===== src/rtl/useq_pkg.sv =====
// Shared definitions for the microcode sequencer: sequencing opcodes, FSM states
// and helpers that place the microinstruction fields from the block parameters.
package useq_pkg;

    localparam logic [2:0] SEQ_NEXT = 3'd0;
    localparam logic [2:0] SEQ_JUMP = 3'd1;
    localparam logic [2:0] SEQ_BRC  = 3'd2;
    localparam logic [2:0] SEQ_CALL = 3'd3;
    localparam logic [2:0] SEQ_RET  = 3'd4;
    localparam logic [2:0] SEQ_END  = 3'd5;

    typedef enum logic [1:0] {
        ST_IDLE  = 2'd0,
        ST_EXEC  = 2'd1,
        ST_FAULT = 2'd2
    } state_e;

    // Field layout, MSB to LSB: seq_op[2:0], csel, target, cw.
    function automatic int csel_width(int num_cond);
        return $clog2(num_cond);
    endfunction

    function automatic int tgt_lsb(int cw_w);
        return cw_w;
    endfunction

    function automatic int csel_lsb(int cw_w, int uaddr_w);
        return cw_w + uaddr_w;
    endfunction

    function automatic int op_lsb(int cw_w, int uaddr_w, int num_cond);
        return cw_w + uaddr_w + $clog2(num_cond);
    endfunction

    function automatic int uinstr_width(int cw_w, int uaddr_w, int num_cond);
        return cw_w + uaddr_w + $clog2(num_cond) + 3;
    endfunction

endpackage


===== src/rtl/useq_sequencer_if.sv =====
// Bundle of the sequencer's opcode handshake, ROM port, datapath control and
// dispatch-table write port.
interface useq_sequencer_if #(
    parameter int OPCODE_W = 8,
    parameter int UADDR_W  = 6,
    parameter int CW_W     = 16,
    parameter int NUM_COND = 4
) ();
    import useq_pkg::*;

    localparam int UI_W = uinstr_width(CW_W, UADDR_W, NUM_COND);

    // Handshake: an opcode transfers on a rising clk edge where op_valid && op_ready;
    // op_valid may stay high across cycles without being consumed while op_ready is low.
    logic                op_valid;
    logic                op_ready;
    logic [OPCODE_W-1:0] opcode;
    logic [UADDR_W-1:0]  uaddr;
    logic [UI_W-1:0]     uinstr;
    logic [NUM_COND-1:0] cond;
    logic                stall;
    logic                ctrl_valid;
    logic [CW_W-1:0]     ctrl_word;
    logic                done;
    logic                illegal;
    logic                fault;
    logic                fault_clr;
    logic                tbl_we;
    logic [OPCODE_W-1:0] tbl_idx;
    logic [UADDR_W-1:0]  tbl_addr;
    logic                tbl_vld;
    state_e              dbg_state;

    modport slave (
        input  op_valid, opcode, uinstr, cond, stall, fault_clr,
               tbl_we, tbl_idx, tbl_addr, tbl_vld,
        output op_ready, uaddr, ctrl_valid, ctrl_word, done, illegal, fault,
               dbg_state
    );

    modport master (
        output op_valid, opcode, uinstr, cond, stall, fault_clr,
               tbl_we, tbl_idx, tbl_addr, tbl_vld,
        input  op_ready, uaddr, ctrl_valid, ctrl_word, done, illegal, fault,
               dbg_state
    );

endinterface


===== src/rtl/useq_dispatch_table.sv =====
// Programmable opcode -> micro-address dispatch table with a registered array
// and combinational lookup; reset restores the legacy 0x01..0x03 map.
module useq_dispatch_table #(
    parameter int OPCODE_W = 8,
    parameter int UADDR_W  = 6
) (
    input  logic                clk,
    input  logic                reset_n,
    input  logic                we,
    input  logic [OPCODE_W-1:0] wr_idx,
    input  logic [UADDR_W-1:0]  wr_addr,
    input  logic                wr_vld,
    input  logic [OPCODE_W-1:0] rd_idx,
    output logic                rd_vld,
    output logic [UADDR_W-1:0]  rd_addr
);
    localparam int N = 2 ** OPCODE_W;

    logic [N-1:0]       vld_q, vld_d;
    logic [UADDR_W-1:0] addr_q [N];
    logic [UADDR_W-1:0] addr_d [N];

    always_comb begin
        vld_d  = vld_q;
        addr_d = addr_q;
        if (we) begin
            vld_d[wr_idx]  = wr_vld;
            addr_d[wr_idx] = wr_addr;
        end
    end

    // Reads come from the registered array, so a same-cycle write is not visible.
    always_ff @(posedge clk or negedge reset_n) begin
        if (!reset_n) begin
            for (int i = 0; i < N; i++) begin
                vld_q[i]  <= (i >= 1 && i <= 3);
                addr_q[i] <= (i >= 1 && i <= 3) ? UADDR_W'(i - 1) : '0;
            end
        end else begin
            vld_q  <= vld_d;
            addr_q <= addr_d;
        end
    end

    assign rd_vld  = vld_q[rd_idx];
    assign rd_addr = addr_q[rd_idx];

endmodule


===== src/rtl/useq_sequencer.sv =====
// Microcode sequencer: dispatches accepted opcodes through the table, then walks
// the external microcode ROM with next/jump/branch/call/return/end sequencing.
module useq_sequencer
    import useq_pkg::*;
#(
    parameter int                 OPCODE_W    = 8,
    parameter int                 UADDR_W     = 6,
    parameter int                 CW_W        = 16,
    parameter int                 NUM_COND    = 4,
    parameter int                 STACK_DEPTH = 2,
    parameter logic [UADDR_W-1:0] TRAP_ADDR   = 6'h3F
) (
    input  logic             clk,
    input  logic             reset_n,
    useq_sequencer_if.slave  bus
);
    localparam int CSEL_W   = csel_width(NUM_COND);
    localparam int TGT_LSB  = tgt_lsb(CW_W);
    localparam int CSEL_LSB = csel_lsb(CW_W, UADDR_W);
    localparam int OP_LSB   = op_lsb(CW_W, UADDR_W, NUM_COND);
    localparam int SP_W     = $clog2(STACK_DEPTH + 1);

    state_e             state_q, state_d;
    logic [UADDR_W-1:0] uaddr_q, uaddr_d;
    logic [SP_W-1:0]    sp_q, sp_d;
    logic [UADDR_W-1:0] stack_q [STACK_DEPTH];
    logic [UADDR_W-1:0] stack_d [STACK_DEPTH];

    logic [2:0]         seq_op;
    logic [CSEL_W-1:0]  csel;
    logic [UADDR_W-1:0] target, uaddr_inc, pop_addr, lkp_addr;
    logic [CW_W-1:0]    cw;
    logic               lkp_vld, op_ready, accept, ctrl_valid, done;

    assign seq_op    = bus.uinstr[OP_LSB +: 3];
    assign csel      = bus.uinstr[CSEL_LSB +: CSEL_W];
    assign target    = bus.uinstr[TGT_LSB +: UADDR_W];
    assign cw        = bus.uinstr[0 +: CW_W];
    assign uaddr_inc = uaddr_q + UADDR_W'(1);

    useq_dispatch_table #(
        .OPCODE_W (OPCODE_W),
        .UADDR_W  (UADDR_W)
    ) u_table (
        .clk     (clk),
        .reset_n (reset_n),
        .we      (bus.tbl_we),
        .wr_idx  (bus.tbl_idx),
        .wr_addr (bus.tbl_addr),
        .wr_vld  (bus.tbl_vld),
        .rd_idx  (bus.opcode),
        .rd_vld  (lkp_vld),
        .rd_addr (lkp_addr)
    );

    always_comb begin
        state_d    = state_q;
        uaddr_d    = uaddr_q;
        sp_d       = sp_q;
        stack_d    = stack_q;
        op_ready   = 1'b0;
        ctrl_valid = 1'b0;
        done       = 1'b0;
        pop_addr   = '0;
        for (int i = 0; i < STACK_DEPTH; i++)
            if (sp_q == SP_W'(i + 1)) pop_addr = stack_q[i];

        case (state_q)
            ST_IDLE: op_ready = reset_n;
            ST_EXEC: begin
                ctrl_valid = 1'b1;
                if (!bus.stall) begin
                    case (seq_op)
                        SEQ_NEXT: uaddr_d = uaddr_inc;
                        SEQ_JUMP: uaddr_d = target;
                        SEQ_BRC:  uaddr_d = bus.cond[csel] ? target : uaddr_inc;
                        SEQ_CALL: begin
                            if (sp_q == SP_W'(STACK_DEPTH)) begin
                                state_d = ST_FAULT;
                            end else begin
                                for (int i = 0; i < STACK_DEPTH; i++)
                                    if (sp_q == SP_W'(i)) stack_d[i] = uaddr_inc;
                                sp_d    = sp_q + SP_W'(1);
                                uaddr_d = target;
                            end
                        end
                        SEQ_RET: begin
                            if (sp_q == '0) begin
                                state_d = ST_FAULT;
                            end else begin
                                uaddr_d = pop_addr;
                                sp_d    = sp_q - SP_W'(1);
                            end
                        end
                        SEQ_END: begin
                            done     = 1'b1;
                            sp_d     = '0;
                            state_d  = ST_IDLE;
                            op_ready = reset_n;
                        end
                        default: state_d = ST_FAULT;
                    endcase
                end
            end
            ST_FAULT: begin
                if (bus.fault_clr) begin
                    state_d = ST_IDLE;
                    sp_d    = '0;
                end
            end
            default: state_d = ST_IDLE;
        endcase

        // An accept on the END cycle dispatches straight into the next routine.
        accept = bus.op_valid && op_ready;
        if (accept) begin
            uaddr_d = lkp_vld ? lkp_addr : TRAP_ADDR;
            state_d = ST_EXEC;
        end
    end

    always_ff @(posedge clk or negedge reset_n) begin
        if (!reset_n) begin
            state_q <= ST_IDLE;
            uaddr_q <= '0;
            sp_q    <= '0;
            for (int i = 0; i < STACK_DEPTH; i++) stack_q[i] <= '0;
        end else begin
            state_q <= state_d;
            uaddr_q <= uaddr_d;
            sp_q    <= sp_d;
            stack_q <= stack_d;
        end
    end

    assign bus.op_ready   = op_ready;
    assign bus.uaddr      = uaddr_q;
    assign bus.ctrl_valid = ctrl_valid;
    assign bus.ctrl_word  = ctrl_valid ? cw : '0;
    assign bus.done       = done;
    assign bus.illegal    = accept && !lkp_vld;
    assign bus.fault      = (state_q == ST_FAULT);
    assign bus.dbg_state  = state_q;

endmodule


===== src/flat_wrapper.sv =====
// flat-port wrapper written by rule: the top's interface ports become plain ports
module useq_sequencer_flat import useq_pkg::*;
#(
    parameter int                 OPCODE_W    = 8,
    parameter int                 UADDR_W     = 6,
    parameter int                 CW_W        = 16,
    parameter int                 NUM_COND    = 4,
    parameter int                 STACK_DEPTH = 2,
    parameter logic [UADDR_W-1:0] TRAP_ADDR   = 6'h3F
)
  (clk, reset_n, bus_op_valid, bus_opcode, bus_uinstr, bus_cond, bus_stall, bus_fault_clr, bus_tbl_we, bus_tbl_idx, bus_tbl_addr, bus_tbl_vld, bus_op_ready, bus_uaddr, bus_ctrl_valid, bus_ctrl_word, bus_done, bus_illegal, bus_fault, bus_dbg_state);
  useq_sequencer_if #(.OPCODE_W(OPCODE_W), .UADDR_W(UADDR_W), .CW_W(CW_W), .NUM_COND(NUM_COND)) bus_i ();
  input  logic clk;
  input  logic reset_n;
  input wire logic [$bits(bus_i.op_valid)-1:0] bus_op_valid;
  input wire logic [$bits(bus_i.opcode)-1:0] bus_opcode;
  input wire logic [$bits(bus_i.uinstr)-1:0] bus_uinstr;
  input wire logic [$bits(bus_i.cond)-1:0] bus_cond;
  input wire logic [$bits(bus_i.stall)-1:0] bus_stall;
  input wire logic [$bits(bus_i.fault_clr)-1:0] bus_fault_clr;
  input wire logic [$bits(bus_i.tbl_we)-1:0] bus_tbl_we;
  input wire logic [$bits(bus_i.tbl_idx)-1:0] bus_tbl_idx;
  input wire logic [$bits(bus_i.tbl_addr)-1:0] bus_tbl_addr;
  input wire logic [$bits(bus_i.tbl_vld)-1:0] bus_tbl_vld;
  output wire logic [$bits(bus_i.op_ready)-1:0] bus_op_ready;
  output wire logic [$bits(bus_i.uaddr)-1:0] bus_uaddr;
  output wire logic [$bits(bus_i.ctrl_valid)-1:0] bus_ctrl_valid;
  output wire logic [$bits(bus_i.ctrl_word)-1:0] bus_ctrl_word;
  output wire logic [$bits(bus_i.done)-1:0] bus_done;
  output wire logic [$bits(bus_i.illegal)-1:0] bus_illegal;
  output wire logic [$bits(bus_i.fault)-1:0] bus_fault;
  output wire logic [$bits(bus_i.dbg_state)-1:0] bus_dbg_state;
  assign bus_i.op_valid = bus_op_valid;
  assign bus_i.opcode = bus_opcode;
  assign bus_i.uinstr = bus_uinstr;
  assign bus_i.cond = bus_cond;
  assign bus_i.stall = bus_stall;
  assign bus_i.fault_clr = bus_fault_clr;
  assign bus_i.tbl_we = bus_tbl_we;
  assign bus_i.tbl_idx = bus_tbl_idx;
  assign bus_i.tbl_addr = bus_tbl_addr;
  assign bus_i.tbl_vld = bus_tbl_vld;
  assign bus_op_ready = bus_i.op_ready;
  assign bus_uaddr = bus_i.uaddr;
  assign bus_ctrl_valid = bus_i.ctrl_valid;
  assign bus_ctrl_word = bus_i.ctrl_word;
  assign bus_done = bus_i.done;
  assign bus_illegal = bus_i.illegal;
  assign bus_fault = bus_i.fault;
  assign bus_dbg_state = bus_i.dbg_state;
  useq_sequencer #(.OPCODE_W(OPCODE_W), .UADDR_W(UADDR_W), .CW_W(CW_W), .NUM_COND(NUM_COND), .STACK_DEPTH(STACK_DEPTH), .TRAP_ADDR(TRAP_ADDR)) u_core (.clk(clk), .reset_n(reset_n), .bus(bus_i));
endmodule

===== config.mk =====
export PLATFORM = sky130hd
export DESIGN_NAME = useq_sequencer_flat
export DESIGN_NICKNAME = d
export VERILOG_FILES = /design/src/rtl/useq_pkg.sv /design/src/rtl/useq_sequencer_if.sv /design/src/rtl/useq_dispatch_table.sv /design/src/rtl/useq_sequencer.sv /design/src/flat_wrapper.sv
export SDC_FILE = /design/constraint.sdc
export NUM_CORES = 2
export LEC_CHECK = 0
export BUFFER_PORTS_ARGS = -buffer_cell sky130_fd_sc_hd__clkbuf_2
export CAP_MARGIN = 10
export CORE_MARGIN = 1
export CORE_UTILIZATION = 45
export CTS_CLUSTER_DIAMETER = 50
export CTS_CLUSTER_SIZE = 25
export DETAILED_ROUTE_END_ITERATION = 10
export PLACE_DENSITY_LB_ADDON = 0.05
export SKIP_CTS_REPAIR_TIMING = 1
export SLEW_MARGIN = 25
export SYNTH_ARGS = -nofsm -noshare
export SYNTH_HDL_FRONTEND = slang
export SYNTH_SLANG_ARGS = --single-unit

===== constraint.sdc =====
create_clock -name clk -period 4.7 [get_ports clk]
set_input_delay 0.705 -clock clk [delete_from_list [all_inputs] [get_ports clk]]
set_output_delay 0.705 -clock clk [all_outputs]
set_load 0.03 [all_outputs]

==> summary.md <==
| Metric | Value |
|---|---|
| Status | `finished clean` |
| Register area share after synthesis | `0.543` |
| Final net count | `about 5800` |
| Crit share post-route | `0.982` |
| Busiest layer in global routing | `met2` |
| Post-synthesis mux area share | `0.367` |
| Clock transition at path regs | `0.06 ns` |
| Total GRT Usage | `0.274` |
| Simple-Gate Fraction of Synth Area | `0.0307` |
| Starting Density | `0.455` |
| Cell area after layout | `about 94000 sq um` |
| Yosys warns | `0` |
| Number of port buffers | `88` |
| # rows | `157` |
| H-Tree Level Count | `4` |
| Most used cell, CP | `buf_4` |
| Skew-Pair Late Insertion Delay | `about 0.85 ns` |
| PD cells | `385 nW/um^2` |
| TritonCTS clock tree | `built` |
| Most frequent cells in the layout | `dfrtp_1 (1809), mux2_2 (1805), mux4_2 (349)` |
| Worst hold stages | `2` |
| Vias in the first global route | `52100` |
| Routing usage on met3 | `0.0492` |
| Root Driver | `clkbuf_16` |
| Core Area | `roughly 180000 sq um` |
| F_max | `about 0.22 GHz` |
| Critical Path Sink Type | `output pin` |
| Worst path slowest cell | `nor2b_1` |
| Commonest non-fill, non-tap cell in the layout | `dfrtp_1` |
| FF-to-FF End | `u_core.bus.uaddr[5]` |
| ANT nets after route | `0` |
| Global Route met1 Usage | `0.382` |
| Share of cells above drive strength 1 | `0.492` |
| Largest net degree at the start of global routing | `166` |
| Critical Path RT | `3.99 ns` |
| Die area | `188000 sq um` |
| Post-synth cell types | `80` |
| FFs w/ async S/R, synth | `1.00` |
| WL per Instance | `30.3 um` |
| Slowest stage delay, CP | `between 0.6 and 0.7 ns` |
| #FFs+latches synth | `1814` |
| XOR/XNOR share of the synthesized area | `0.000419` |
| CP Cell Sequence | `buf_4 -> nor2b_1 -> a22oi_1 -> a211oi_1 -> buf_4 -> nor4_1 -> o21ai_1 -> a211oi_4 -> clkbuf_2` |
| Synth Area in Compound Gates | `0.0322` |
| Post-synth top area share | `0.541` |
| Setup TNS | `0 ns` |
| Largest family of logic cells by synthesized area | `multiplexers` |
| Cells after DPL | `between 7000 and 8000` |
| Adder-Cell Fraction of Synth Area | `0.00105` |
| Remaining Overflow, GRT | `0` |
| Clock sink count | `approximately 1800` |
| Path depth of the worst reg2reg path | `9` |
| Min Clock Period, post-route | `4.61 ns` |
| Delay-heaviest family, CP | `compound AO/OA/AOI/OAI gates` |
| DRT Wirelength | `about 250 mm` |
| RSZ-0062 raised after global routing | `false` |
| Fin. Hold Viols | `0` |
| Critical path class | `in -> out` |
| Slew HR | `0.236` |
| Number of cells produced by synthesis | `5561` |
| Slew Viols, Final | `0` |
| Die Y | `433 um` |
| Flop2flop setup slack | `around 1.5 ns` |
| Clock tree buffer depth | `3` |
| HP Start | `bus_op_valid` |
| Synth area leader | `dfrtp_1` |
| Mean Syn Cell Area | `approximately 15 sq um` |
| Crit-path max FO | `17` |
| Worst ir drop on vdd | `331 uV` |
| Remaining DRCs | `0` |
| Overall die width | `433 um` |
| Initial detailed-routing violation count | `3667` |
| Post-Syn Area | `~84000 sq um` |
| # setup viols final | `0` |
| Reg2reg start | `u_core.sp_q[0]` |
| Hold EP | `u_core.bus.dbg_state[1]` |
| Syn_nets | `5628` |
| GR Util met2 | `0.437` |
| Number of flops mapped to enable cells by yosys | `0` |
| Pleak | `44.8 nW` |
| Max Cap Viol | `0` |
| CTS buffer count | `188` |
| Final setup skew | `0.0234 ns` |
| Global-route wire length before repair | `375 mm` |
| Main synth FF type | `dfrtp_1` |
| Via density | `6.00` |
| Worst Setup Start Kind | `input port` |
| Area after DPL | `87600 sq um` |
| GP Congestion | `between 0.8 and 0.9` |
| Final Util | `0.512` |
| Area delta synth->final | `12.6%` |
| WP buf/inv | `3` |
| Initial antenna violation count | `8` |
| Slew @ Worst Pin | `1.14 ns` |
| Hold Crit Class | `in -> reg` |
| Post-Layout Cell Count | `around 8300` |
| Drt pass-1 iters | `6` |
| Vias | `approximately 50000` |
| Post-DP HPWL | `roughly 170 mm` |
| Arr. time, crit path | `3.91 ns` |
| IO Count | `between 80 and 90` |
| Main area contributors after synthesis | `dfrtp_1 (54%), mux2_2 (24%), mux4_2 (9.4%)` |
| Filler cell count in the final layout | `15700` |
## report_power, final
part / internal [W] / total (W) / switching (W)
Combinational: 0.00147 / 0.00364 / 0.00217
Clock: 0.00873 / 0.0157 / 0.00700
Sequential: 0.0164 / 0.0169 / 0.000485
Total: 0.0266 / 0.0363 / 0.00965
## state kept, by name, summed over array words and instances, names as in the netlist
signal / count
u_core.u_table.addr_q: 1536
u_core.u_table.vld_q: 256
u_core.stack_q: 12
u_core.bus.dbg_state: 2
u_core.sp_q: 2
u_core.bus.uaddr: 6
## per-layer routing
layer	up-vias	share of wire
met1	27300	0.44
met3	373	0.053
met2	1233	0.48
met4	2	0.030
met5	-	0.000055
li1	21100	-
## cell usage after synthesis (29+ instances only)
cell	count
mux2i_1	183
buf_2	54
nor2_1	232
buf_6	29
mux4_2	349
dfrtp_1	1809
o21ai_0	35
a21oi_1	43
o22ai_1	48
nand2_1	186
clkbuf_1	267
a22oi_1	107
mux2_2	1805
a211oi_1	38
## metrics by stage
stage | setup WS, ns | hold WS [ns] | power, W
2_1_floorplan | 1.18 | 0.409 | 0.0193
3_3_place_gp | 0.147 | 0.462 | 0.0208
3_5_place_dp | 0.138 | 0.471 | 0.0208
4_1_cts | 0.140 | -0.245 | 0.0367
5_1_grt | 0.00874 | 0.0624 | 0.0377
6_report | 0.0867 | 0.0860 | 0.0363
## how the worst max path moves through the flow
| stage | startpoint | slack, ns | endpoint | depth (start not counted) |
|---|---|---|---|---|
| 4_1_cts | bus_opcode[4] | 0.14 | bus_illegal | 9 |
| 2_1_floorplan | bus_opcode[0] | 1.18 | bus_illegal | 9 |
| 3_3_place_gp | bus_opcode[4] | 0.15 | bus_illegal | 9 |
| 6_report | bus_opcode[4] | 0.09 | bus_illegal | 9 |
| 3_5_place_dp | bus_opcode[4] | 0.14 | bus_illegal | 9 |
| 5_1_grt | bus_opcode[0] | 0.009 | bus_illegal | 10 |
## area by class of cell
type / count / area [sq um] / share of cell area
Sequential cell: 1814 / 45400 / 0.482
Multi-Input combinational cell: 3330 / 36200 / 0.384
Tap cell: 2464 / 3080 / 0.0328
Inverter: 8 / 30.0 / 0.000319
Clock inverter: 130 / 1420 / 0.0151
Antenna cell: 3 / 7.51 / 0.0000798
Clock buffer: 221 / 5080 / 0.0539
Timing Repair Buffer: 350 / 2950 / 0.0313
## logic make-up (layout without fill, tap and decap cells)
kind of cell | after synthesis | count (layout)
other | 0 | 3
AOI/OAI and AO/OA | 375 | 375
and+or+nand+nor | 580 | 580
buffers and inverters | 417 | 709
adders and majority gates | 7 | 7
muxes | 2364 | 2364
xor gates and xnor gates | 4 | 4
DFF | 1814 | 1814
No activity file was read; power rests on OpenSTA's default activity.
